$ cat src/rtl/stream_tpose_pp.sv
// N x N streaming block transposer with ping-pong banks.
// Supports per-block bypass, EOS flush with zero padding, and a sticky error flag.
module stream_tpose_pp #(
  parameter int N  = 8,
  parameter int W  = 16,
  parameter int CW = 4
) (
  input  logic           clock,
  input  logic           reset,
  input  logic [N*W-1:0] a_d,
  input  logic [N-1:0]   a_e,
  input  logic [N-1:0]   a_v,
  output logic [N-1:0]   a_b,
  input  logic           mode,
  output logic [N*W-1:0] b_d,
  output logic [N-1:0]   b_e,
  output logic [N-1:0]   b_v,
  input  logic [N-1:0]   b_b,
  output logic           err
);

  localparam int AW = (N > 1) ? $clog2(N) : 1;
  localparam logic [CW-1:0] LAST = CW'(N - 1);

  logic [W-1:0] mem [2][N][N];

  logic [1:0]          full, full_n;
  logic [1:0]          bmode, bmode_n;
  logic                wr_bank, wr_n;
  logic                rd_bank, rd_n;
  logic [CW-1:0]       fill_cnt, fill_n;
  logic [CW-1:0]       drain_cnt, drain_n;
  logic                eos_pend, eos_n;
  logic                blk, blk_n;
  logic                err_n;
  logic                in_go, out_go;
  logic                ov, oe, is_eos;
  logic [1:0][N-1:0]   row_we;

  assign is_eos = a_e[0];
  assign in_go  = (&a_v) & ~blk;
  assign oe     = eos_pend & ~(|full);
  assign ov     = full[rd_bank] | oe;
  assign out_go = ov & ~(|b_b);

  assign a_b = {N{blk}};
  assign b_v = {N{ov}};
  assign b_e = {N{oe}};

  always_comb begin
    full_n  = full;
    bmode_n = bmode;
    wr_n    = wr_bank;
    rd_n    = rd_bank;
    fill_n  = fill_cnt;
    drain_n = drain_cnt;
    eos_n   = eos_pend;
    err_n   = err | ((&a_v) & (|a_e) & ~(&a_e));
    if (in_go) begin
      if (!is_eos) begin
        if (fill_cnt == '0) bmode_n[wr_bank] = mode;
        if (fill_cnt == LAST) begin
          full_n[wr_bank] = 1'b1;
          wr_n            = ~wr_bank;
          fill_n          = '0;
        end else begin
          fill_n = fill_cnt + 1'b1;
        end
      end else begin
        eos_n = 1'b1;
        if (fill_cnt != '0) begin
          full_n[wr_bank] = 1'b1;
          wr_n            = ~wr_bank;
          fill_n          = '0;
        end
      end
    end
    if (out_go) begin
      if (full[rd_bank]) begin
        if (drain_cnt == LAST) begin
          full_n[rd_bank] = 1'b0;
          rd_n            = ~rd_bank;
          drain_n         = '0;
        end else begin
          drain_n = drain_cnt + 1'b1;
        end
      end else begin
        eos_n = 1'b0;
      end
    end
    blk_n = full_n[wr_n] | eos_n;
  end

  // EOS zero-fills the rest of a partial block in one cycle
  always_comb begin
    row_we = '0;
    if (in_go) begin
      for (int r = 0; r < N; r++) begin
        if (is_eos)
          row_we[wr_bank][r] = (fill_cnt != '0) &&
                               (CW'(r) >= fill_cnt);
        else
          row_we[wr_bank][r] = (CW'(r) == fill_cnt);
      end
    end
  end

  always_ff @(posedge clock) begin
    if (reset) begin
      full      <= '0;
      bmode     <= '0;
      wr_bank   <= 1'b0;
      rd_bank   <= 1'b0;
      fill_cnt  <= '0;
      drain_cnt <= '0;
      eos_pend  <= 1'b0;
      blk       <= 1'b1;
      err       <= 1'b0;
    end else begin
      full      <= full_n;
      bmode     <= bmode_n;
      wr_bank   <= wr_n;
      rd_bank   <= rd_n;
      fill_cnt  <= fill_n;
      drain_cnt <= drain_n;
      eos_pend  <= eos_n;
      blk       <= blk_n;
      err       <= err_n;
    end
  end

  for (genvar gb = 0; gb < 2; gb++) begin : g_bank
    for (genvar gr = 0; gr < N; gr++) begin : g_row
      for (genvar gc = 0; gc < N; gc++) begin : g_col
        always_ff @(posedge clock) begin
          if (reset)
            mem[gb][gr][gc] <= '0;
          else if (row_we[gb][gr])
            mem[gb][gr][gc] <= is_eos ? '0 : a_d[gc*W +: W];
        end
      end
    end
  end

  always_comb begin
    b_d = '0;
    if (full[rd_bank]) begin
      for (int j = 0; j < N; j++) begin
        if (bmode[rd_bank])
          b_d[j*W +: W] = mem[rd_bank][drain_cnt[AW-1:0]][j];
        else
          b_d[j*W +: W] = mem[rd_bank][j][drain_cnt[AW-1:0]];
      end
    end
  end

endmodule

$ cat config.mk
export PLATFORM = sky130hd
export DESIGN_NAME = stream_tpose_pp
export DESIGN_NICKNAME = d
export VERILOG_FILES = /design/src/rtl/stream_tpose_pp.sv
export SDC_FILE = /design/constraint.sdc
export NUM_CORES = 2
export LEC_CHECK = 0
export BUFFER_PORTS_ARGS = -buffer_cell sky130_fd_sc_hd__buf_2
export CAP_MARGIN = 25
export CORE_MARGIN = 2
export CORE_UTILIZATION = 57
export DETAILED_ROUTE_END_ITERATION = 16
export PLACE_DENSITY_LB_ADDON = 0.12
export SLEW_MARGIN = 20
export SYNTH_ARGS = -nofsm -noshare
export SYNTH_HDL_FRONTEND = slang
export SYNTH_SLANG_ARGS = --single-unit
$ cat constraint.sdc
create_clock -name clock -period 11.36 [get_ports clock]
set_clock_uncertainty 0.05 [all_clocks]
set_input_delay 0 -clock clock [delete_from_list [all_inputs] [get_ports clock]]
set_output_delay 0 -clock clock [all_outputs]
set_load 0.005 [all_outputs]
# Word level (Yosys, flattened, before mapping)
# Memories as Yosys holds them, arrays and structs flattened. A register that Yosys moved wholly into a read port is not among the register bits.
# Cells that the tools add are included.
[classes] reduce_logical=21 n_eq_ne=10 order_cmp=14 n_bitwise=149 addsub=2 muxes=300
[ops] cell="16-bit two-way mux" count=176
[ops] cell="128-bit binary-select mux with 3-bit select" count=1
[ops] cell="16-bit binary-select mux with 3-bit select" count=8
[ops] cell="128-bit two-way mux" count=3
[ops] cell="16-bit bitwise mux" count=14
[ops] cell="1-bit bitwise OR" count=131
[ops] cell="1-bit two-way mux" count=69
[ops] cell="8-bit demux with 1-bit select" count=8
[ops] cell="16-bit bitwise AND" count=2
[ops] cell="4-bit two-way mux" count=5
[ops] cell="3-bit by 4-bit == test with 1-bit output (first input constant)" count=4
[ops] cell="3-bit by 4-bit >= comparator with 1-bit output (first input constant)" count=4
[ops] cell="2-bit two-way mux" count=8
[ops] cell="8-bit AND reduction" count=2
[ops] cell="8-bit OR reduction" count=2
[ops] cell="1-bit logical AND" count=10
[ops] cell="4-bit by 1-bit adder with 4-bit output (second input constant)" count=2
[ops] cell="2-bit by 4-bit == test with 1-bit output (first input constant)" count=2
[ops] cell="4-bit by 3-bit == test with 1-bit output (second input constant)" count=2
[ops] cell="1-bit by 4-bit >= comparator with 1-bit output (first input constant)" count=2
[ops] cell="2-bit by 4-bit >= comparator with 1-bit output (first input constant)" count=2
[ops] cell="8-bit two-way mux" count=1
[ops] cell="7-bit two-way mux" count=1
[ops] cell="1-bit inverter" count=7
[ops] cell="20 further kinds" count=30
[word_totals] inputBits=155 word_cells=506 register_bits=17 mem_bits_rw=2048 mem_count=1
[memory_table] memory="mem" depth=2 word_bits=1024 read_ports=1 rd_clocked_by_memory_dff=1 wr=2 line="25" text="logic [W-1:0] mem [2][N][N];"

# Longest topological paths before layout
[depth] word_depth=32 mapped_depth=11

# Worst setup path before layout
# Ideal clock, no wire load.
[synth_path] path_type="register -> register" start="reg fill_cnt[2]" end="mem mem[0][0] in the netlist's numbering, enable pin" stages_incl_launch_ff=7 slack_ps=407 setup_ps=792 n_path_buf=1 arrival_ps=10111 path_cell_list="dfxtp_1 -> clkbuf_1 -> and4b_1 -> ha_1 -> nor2b_1 -> a31oi_1 -> o21ai_0"
[synth_rtl] element="start, declared" line="31" text="logic [CW-1:0] fill_cnt, fill_n;"
[synth_rtl] element="start signal, assigned" line="124" text="fill_cnt <= fill_n;"
[synth_rtl] element="end, declared" line="25"

# Final worst setup path
[layout_path] start="reg drain_cnt[1]" end="out b_d[6]"
[layout_via] elab_chain_cells=6 elab_cells_between_ends=9
[layout_lines] element="start, declared" line="32" text="logic [CW-1:0] drain_cnt, drain_n;"
[layout_lines] element="start signal, assigned" line="125" text="drain_cnt <= drain_n;"
[layout_lines] element="3-bit inverter with 4-bit output (not written as such) *" line="150, 152"
[layout_lines] element="16-bit binary-select mux with 3-bit select / 128-bit binary-select mux with 3-bit select (equally long branches)"
[layout_lines] element="16-bit two-way mux (not written as such) / 128-bit two-way mux (equally long branches) (2 in a row)"
[layout_lines] element="16-bit two-way mux *" line="149" text="if (bmode[rd_bank])"
[layout_lines] element="128-bit two-way mux *" line="147" text="if (full[rd_bank]) begin"
[layout_lines] element="end, declared" line="15" text="output logic [N*W-1:0] b_d,"
# Every way passes the cells marked *; elsewhere a longest branch is shown, timed or not. The select of a mux whose other input is x is not followed.

==> run_results.csv <==
group,metric,value,unit
synth,synth_nets,8454,
die,core_area,181000,sq um
finish,syn2layout_area_growth,8.89,%
sta,max_slew_margin,0.194,
hold_path,hold_path.class,"input pin to register",
die,fp-row-count,156,
outcome,status,"completed",
job,drv_cap,0,
die,start_util,0.573,
finish,multi_input_area,37200,sq um
die,dieArea,185000,sq um
worst_setup_path,worstSetupStartpointType,"register",
worst_setup_path,r2r_setup_slack,6460,ps
sta,fin_setup_tns,0,ps
sta,finalCritPeriodShare,0.487,
worst_setup_path,crit_chain,"buf_4 -> buf_4 -> buf_12 -> a211oi_1 -> o21ai_1 -> nand2_1 -> o211ai_1 -> buf_2",
finish,layout_common_cells,"nor2_1, edfxtp_1, mux2i_1",
cts,cts.clk_slew.worst_paths,60,ps
drt,drc,0,
sta,drv_slew,0,
power_and_ir_drop,vdd_drop_max,0.125,mV
worst_setup_path,cpMostUsedCell,"buf_4",
drt,dr.pass1.iters,9,
synth,synth_area_per_cell,12.5,sq um
drt,routed_via_density,6.98,
global_routing,antenna_found_initial,32,
cts,cts_resized,0,
cts,cts_buffer_depth,3,
cts,cts_tree,"built",
power_and_ir_drop,powerDensity,145,nW/um^2
worst_setup_path,crit_required,11310,ps
placement,place_congestion,0.944,
worst_setup_path,setup.worst_path.end_class,"primary output",
worst_setup_path,critical_path_class,"register to primary output",
die,die_w,430,microns
cts,h-tree-depth,4,
die,io_pins,308,
finish,drive_gt1_frac,0.162,
synth,yosys_warnings,0,
finish,final_common_cell,"nor2_1",
cts,numClockSinks,2066,
placement,hpwl,230000,microns
global_routing,grt_overflow,0,
worst_setup_path,cp_top_family,"buffers and inverters",
drt,wl_per_cell,35.7,microns
cts,clkLatencyLatePin,860,ps
sta,fin_crit,5530,ps
worst_setup_path,arrival,5480,ps
worst_setup_path,cpMaxStageDelayCell,"o21ai_1",
synth,ys_types,88,
synth,synth_cells,8293,
drt,drtIter0Drc,12500,
sta,fmax,0.181,GHz
sta,grt_setup_unrepaired,"false",
synth,postSynth.asyncResetShare,0,
drt,ant_nets,0,
global_routing,grt_max_degree,126,
drt,vias,74800,
finish,regArea,61900,sq um
worst_setup_path,crit_buf_inv,4,
worst_setup_path,critPathMaxFanout,110,
finish,fin_nets,8318,
sta,max_slew.worst_pin.slew,1200,ps
synth,syn_area,104000,sq um
global_routing,grt_pass1_vias,71700,
finish,n_fill_cell,13800,
power_and_ir_drop,power,16.3,mW
worst_setup_path,cp_slowest_stage_delay,730,ps
finish,post-route-util,0.624,
cts,cts_inserted_buffers,214,
synth,synthFlopType,"edfxtp_1",
drt,finalWirelength,383000,microns
global_routing,grt_pass1_wl,536000,microns
placement,portBuffers,307,
cts,cts_root_buffer,"clkbuf_16",
synth,ys_ff_latch,2066,
synth,synth-edff-count,2048,
sta,hold_viol_final,0,
power_and_ir_drop,p_leak,38.4,nW
sta,finalSetupViolations,0,
synth,yosysSeqAreaShare,0.598,
die,dieHeight,430,microns
global_routing,grt_util_all_layers,0.410,
routing by layer:
| metal | wire length (microns) | up-vias | part of all wire | global-route usage |
|---|---|---|---|---|
| met4 | 29300 | 22 | 0.076 | 0.261 |
| met2 | 165000 | 6375 | 0.43 | 0.594 |
| met5 | 144 | - | 0.00038 | 0 |
| met3 | 56000 | 1232 | 0.15 | 0.118 |
| met1 | 133000 | 37200 | 0.35 | 0.546 |
| li1 | - | 30000 | - | - |
synth_stat cells (all sizes together) (26+ instances only):
cell,n,area share
mux2i,821,0.079
and2,48,0.0029
nor2,2216,0.080
edfxtp,2048,0.59
o211ai,39,0.0028
a31oi,38,0.0023
clkbuf,398,0.014
nand3,47,0.0023
a21oi,225,0.011
o221ai,26,0.0022
o21ai,142,0.0069
o22ai,66,0.0040
nor2b,75,0.0045
buf,530,0.032
nor3,27,0.0015
mux4,376,0.082
mux2,124,0.013
nand2b,143,0.0086
a211oi,97,0.0071
nand2,438,0.016
tightest hold or removal path, delay by kind of cell:
kind	cells	cell delay (ps)
buf+inv	1	180
simple gates	2	640
through the flow:
step                cell area [sq um]  instances  hold slack (ps)  setup slack, ps
finish                         113000      10700             33.2             5830
global route                   113000      10700             41.2             6020
CTS                            113000      10700            0.740             6000
detailed placement             105000      10200              245             6590
global placement               105000      10200              243             6460
floorplan                      104000       8293             97.5              407
path summary, 6_finish.rpt:
check,startpoint,end,cells after the start
setup / recovery,drain_cnt[1],b_d[6],8
hold / removal,a_d[103],mem[0][407],3
setup reg to reg,fill_cnt[0],mem[1][894],9
hold reg to reg,drain_cnt[3],drain_cnt[3],2
layout make-up:
type / instances / area share
tap: 2370 / 0.0263
clock inverter: 122 / 0.00832
timing repair buffer: 576 / 0.0359
inverter: 10 / 0.000511
sequential: 2066 / 0.549
antenna: 17 / 0.000377
multi-input combinational: 5289 / 0.330
clock buffer: 269 / 0.0501
where the power goes:
group          total, mW  internal, mW  switching [mW]
Sequential          8.69          8.61          0.0841
Combinational      0.804         0.208           0.596
Clock               6.79          3.77            3.02
state kept, by name (all words and copies together), names as in the netlist, 2 cells and up, named ones only:
signal     flops
bmode          2
drain_cnt      4
fill_cnt       4
full           2
mem         2048
cell families (layout without fill, tap and decap cells):
family / Yosys count / count (layout) / share of synthesized area
AO/OA/AOI/OAI: 912 / 912 / 0.0598
XOR/XNOR: 1 / 1 / 0.0000846
adder cells (fa/ha/maj): 6 / 6 / 0.000725
buffers and inverters: 938 / 977 / 0.0472
flip-flops: 2066 / 2066 / 0.598
multiplexers: 1321 / 1321 / 0.175
other: 0 / 17 / 0
AND/OR/NAND/NOR: 3049 / 3049 / 0.120
what timing repair did:
| item | CTS | global route |
|---|---|---|
| hold buffers | 113 | 0 |
| hold endpoints to repair | 1265 | 0 |
| setup buffers | 0 | 0 |
| setup endpoints to repair | 0 | 0 |
(Power assumes the default switching activity.)
